**src/rtl/modport_alu_pkg.sv**
```systemverilog
// Shared types and constants for the 8-bit registered ALU.
package modport_alu_pkg;

  localparam int unsigned DATA_W = 8;

  localparam logic [DATA_W-1:0] DIV_BY_ZERO_RESULT = 8'hFF;

  typedef enum logic [3:0] {
    OP_ADD  = 4'd0,
    OP_SUB  = 4'd1,
    OP_MUL  = 4'd2,
    OP_DIV  = 4'd3,
    OP_SHL  = 4'd4,
    OP_SHR  = 4'd5,
    OP_ROL  = 4'd6,
    OP_ROR  = 4'd7,
    OP_AND  = 4'd8,
    OP_OR   = 4'd9,
    OP_XOR  = 4'd10,
    OP_NOR  = 4'd11,
    OP_NAND = 4'd12,
    OP_XNOR = 4'd13,
    OP_GT   = 4'd14,
    OP_EQ   = 4'd15
  } alu_op_e;

endpackage

```
**src/rtl/modport_alu_core.sv**
```systemverilog
// Combinational ALU datapath: result byte and carry/borrow flag for one opcode.
module alu_core
  import modport_alu_pkg::*;
(
  input  logic [DATA_W-1:0] a,
  input  logic [DATA_W-1:0] b,
  input  alu_op_e           op,
  output logic [DATA_W-1:0] r,
  output logic              c
);

  logic [DATA_W:0]     sum;
  logic [DATA_W:0]     diff;
  logic [2*DATA_W-1:0] prod;

  // Ninth bit of the zero-extended difference is the borrow (a < b).
  assign sum  = {1'b0, a} + {1'b0, b};
  assign diff = {1'b0, a} - {1'b0, b};
  assign prod = {{DATA_W{1'b0}}, a} * {{DATA_W{1'b0}}, b};

  always_comb begin
    r = '0;
    c = 1'b0;
    case (op)
      OP_ADD:  begin r = sum[DATA_W-1:0];  c = sum[DATA_W]; end
      OP_SUB:  begin r = diff[DATA_W-1:0]; c = diff[DATA_W]; end
      OP_MUL:  begin r = prod[DATA_W-1:0]; c = |prod[2*DATA_W-1:DATA_W]; end
      OP_DIV: begin
        if (b == '0) begin
          r = DIV_BY_ZERO_RESULT;
          c = 1'b1;
        end else begin
          r = a / b;
        end
      end
      OP_SHL:  begin r = {a[DATA_W-2:0], 1'b0}; c = a[DATA_W-1]; end
      OP_SHR:  begin r = {1'b0, a[DATA_W-1:1]}; c = a[0]; end
      OP_ROL:  r = {a[DATA_W-2:0], a[DATA_W-1]};
      OP_ROR:  r = {a[0], a[DATA_W-1:1]};
      OP_AND:  r = a & b;
      OP_OR:   r = a | b;
      OP_XOR:  r = a ^ b;
      OP_NOR:  r = ~(a | b);
      OP_NAND: r = ~(a & b);
      OP_XNOR: r = ~(a ^ b);
      OP_GT:   r = {{(DATA_W-1){1'b0}}, (a > b)};
      OP_EQ:   r = {{(DATA_W-1){1'b0}}, (a == b)};
      default: begin r = '0; c = 1'b0; end
    endcase
  end

endmodule

```
**src/rtl/modport_alu.sv**
```systemverilog
// 8-bit ALU with one-cycle registered result and carry; async active-low clear.
module modport_alu
  import modport_alu_pkg::*;
(
  input  logic              clock,
  input  logic              reset,
  input  logic [DATA_W-1:0] a,
  input  logic [DATA_W-1:0] b,
  input  logic [3:0]        selection,
  output logic [DATA_W-1:0] result,
  output logic              carry_out
);

  logic [DATA_W-1:0] core_r;
  logic              core_c;

  alu_core u_core (
    .a  (a),
    .b  (b),
    .op (alu_op_e'(selection)),
    .r  (core_r),
    .c  (core_c)
  );

  always_ff @(posedge clock or negedge reset) begin
    if (!reset) begin
      result    <= '0;
      carry_out <= 1'b0;
    end else begin
      result    <= core_r;
      carry_out <= core_c;
    end
  end

endmodule

```
**config.mk**
```make
export PLATFORM = sky130hd
export DESIGN_NAME = modport_alu
export DESIGN_NICKNAME = d
export VERILOG_FILES = /design/src/rtl/modport_alu_pkg.sv /design/src/rtl/modport_alu_core.sv /design/src/rtl/modport_alu.sv
export SDC_FILE = /design/constraint.sdc
export NUM_CORES = 1
export LEC_CHECK = 0
export BUFFER_PORTS_ARGS = -buffer_cell sky130_fd_sc_hd__buf_2
export CAP_MARGIN = 20
export CELL_PAD_IN_SITES_DETAIL_PLACEMENT = 0
export CELL_PAD_IN_SITES_GLOBAL_PLACEMENT = 1
export CORE_ASPECT_RATIO = 0.8
export CORE_MARGIN = 10
export CORE_UTILIZATION = 43
export DETAILED_ROUTE_END_ITERATION = 16
export PLACE_DENSITY_LB_ADDON = 0.2
export SLEW_MARGIN = 15
export SYNTH_ARGS = -nofsm -noshare
export SYNTH_HDL_FRONTEND = slang
export SYNTH_SLANG_ARGS = --single-unit
```
**constraint.sdc**
```tcl
create_clock -name clock -period 0.8 [get_ports clock]
set_input_delay 0.04 -clock clock [delete_from_list [all_inputs] [get_ports clock]]
set_output_delay 0.04 -clock clock [all_outputs]
set_load 0.005 [all_outputs]
```
==> impl_metrics.yaml <==
status:
  status: "finished, violations left"
  violations: "setup timing"
setup_path:
  critPathMaxStageDelay_ns: 0.33
  worstPathMaxFanout: 6
  worstSetupPathType: "in -> reg"
  critPathSlowestCell: "mux2_4"
  critPathRequiredTime_ns: 0.91
  start_kind: "input port"
  worst_ep_arrival_time_ns: 9.05
  endpoint_kind: "register"
synth:
  synth_cell_types: 70
  yosysWarnings: 0
  syn-instance-count: 723
  synthesis.area_um2: 5490
  synth_edf_count: 0
  yosysSeqAreaShare_pct: 4.10
  ys_async_sr_fraction_pct: 100
  synth_area_leader_cell: "ha_1"
  ys_top_cells_by_area: "ha_1, fa_1, nor2_1"
  synth_top_area_share_pct: 22.6
  syn-num-nets: 882
  ys_seq_elements: 9
  syn-mean-instance-area_um2: 7.59
  synth_top_flop_cell: "dfrtp_1"
finish:
  fin_nets: 1153
  layout_commonest_cell: "buf_4"
  final_area_um2: 8740
  areaGrowthSynthToFinish_pct: 59.2
  final_core_util_pct: 70.8
  final_cells: 1164
  layout.cells.most_common_list: "buf_4, nor2_1, ha_1"
  drive_gt1_share_pct: 43.5
  antennaDiodeCount: 0
cts:
  cts-buffers-inserted: 3
  clk_pin_slew_worst_paths_ns: 0.05
  htree_levels: 1
  cts_sinks: 9
  cts_root_buffer: "clkbuf_16"
  clk_path_buf_depth: 2
  cts_tree: "built"
die:
  floorplan.initialDensity_pct: 44.5
  pin_count: 31
  dieArea_um2: 17700
  die_width_um: 146
  core_um2: 12300
  rows: 36
  die_height_um: 121
placed_design:
  dp_worst_setup_slack_ns: -8.41
  gp_congestion: 1.06
  dp_cells: 1113
  hpwl_um: 17100
  portBuffers: 30
  place_area_um2: 7600
drt:
  drt_iter0_markers: 621
  vias_per_cell: 5.77
  ant_nets: 0
  routedWlPerCell_um: 20.0
  drt-pass1-iter-count: 7
  via_count: 6711
  drc: 0
  routed_wl_um: 23300
timing:
  fin_crit_sh_pct: 1120
  setup_viol: 10
  fmax_mhz: 112
  setup_slack_ns: -8.14
  slew_headroom_pct: 60.7
  worst_slew_pin_slew_ns: 0.575
  drv_slew: 0
  whs_ns: 0.194
  fin_setup_tns_ns: -42.81
  finalHoldViolations: 0
  fin_crit_ns: 8.94
  rsz0062_at_grt: "true"
pwr:
  power.density_nw_per_um2: 1430
  peakVddDrop_v: 0.00121
  leakagePower_nw: 4.22
  finalPower_mw: 12.5
global_route:
  track_usage_pct: 24.2
  grt_pass1_vias: 6548
  grt_max_degree: 27
  antenna_found_initial: 0
  grt_pass1_wl_um: 35300
  overflow: 0
job:
  drv_cap: 0
min_path:
  worstHoldPathType: "in -> async"
==> path summary, 6_finish.rpt <==
| kind | to | from | slack, ns |
|---|---|---|---|
| max | result[0] | b[4] | -8.14 |
| min | result[1] | reset | 0.19 |
| max in group asynchronous | result[4] | reset | 0.41 |
| min in group clock | result[0] | selection[2] | 0.42 |
==> final cells by class <==
type / count / area, µm²
flip-flops and latches: 9 / 225
repair buffers: 293 / 2290
well taps: 171 / 214
inverters: 84 / 350
clock buffers: 4 / 78.8
multi-input cells: 603 / 5570
fillers: 988 / 3610
==> Yosys cell counts, types with 3 or more instances <==
cell	number
a22o_1	3
fa_1	38
and3_1	8
o21bai_1	5
o22ai_1	5
ha_1	99
o21a_1	15
nand3_1	9
a21oi_1	39
a221oi_1	6
nor2b_1	14
and2_1	3
a31oi_1	4
inv_1	74
a211oi_1	13
clkbuf_1	20
xor2_1	6
mux2_2	9
o21ai_0	40
mux2i_1	15
nor4_1	4
or3_1	5
nand2b_1	5
clkinv_1	10
nor3_1	23
buf_1	3
a21o_1	17
o2111ai_1	4
a31o_2	3
nor2_1	95
dfrtp_1	9
nand2_1	43
o31ai_1	4
o22a_1	4
a22oi_1	7
xnor2_1	18
==> timing repair <==
action	4_1_cts	5_1_grt
setup endpoints to repair	10	10
buffers inserted	33	17
endpoints found under the hold margin	9	0
gates resized for setup	100	63
pin swaps	69	78
cloned	0	0
hold buffers	1	0
==> critical path, delay by kind of cell <==
family                   cells  cell delay [ns]
AO/OA/AOI/OAI               18             3.26
adder cells (fa/ha/maj)      7             1.71
buffers and inverters        6             0.69
multiplexers                 3             0.95
AND/OR/NAND/NOR             17             2.40
==> power breakdown <==
part           switching (mW)  internal (mW)  leakage [nW]
Combinational            5.50           5.54          4.07
Clock                   0.245          0.669        0.0382
Sequential             0.0175          0.526         0.112
==> kinds of logic (layout without fill, tap and decap cells) <==
| group | after synthesis | after routing | synth area share [%] |
|---|---|---|---|
| muxes | 25 | 25 | 4.86 |
| buffers and inverters | 111 | 381 | 7.85 |
| adders and majority gates | 137 | 137 | 36.4 |
| DFF | 9 | 9 | 4.10 |
| and+or+nand+nor | 222 | 222 | 18.8 |
| xor gates and xnor gates | 24 | 24 | 3.83 |
| AOI/OAI and AO/OA | 195 | 195 | 24.1 |
==> state kept, by name, summed over array words and instances (netlist names) <==
register and cells:
carry_out 1, result 8
==> metal layers <==
layer  part of all wire [%]  GRT usage [%]
met1                     43           31.9
met2                     46           40.8
met3                    6.1           2.46
met4                    4.4           8.05
met5                      0              0
No activity file was read; power rests on OpenSTA's default activity.
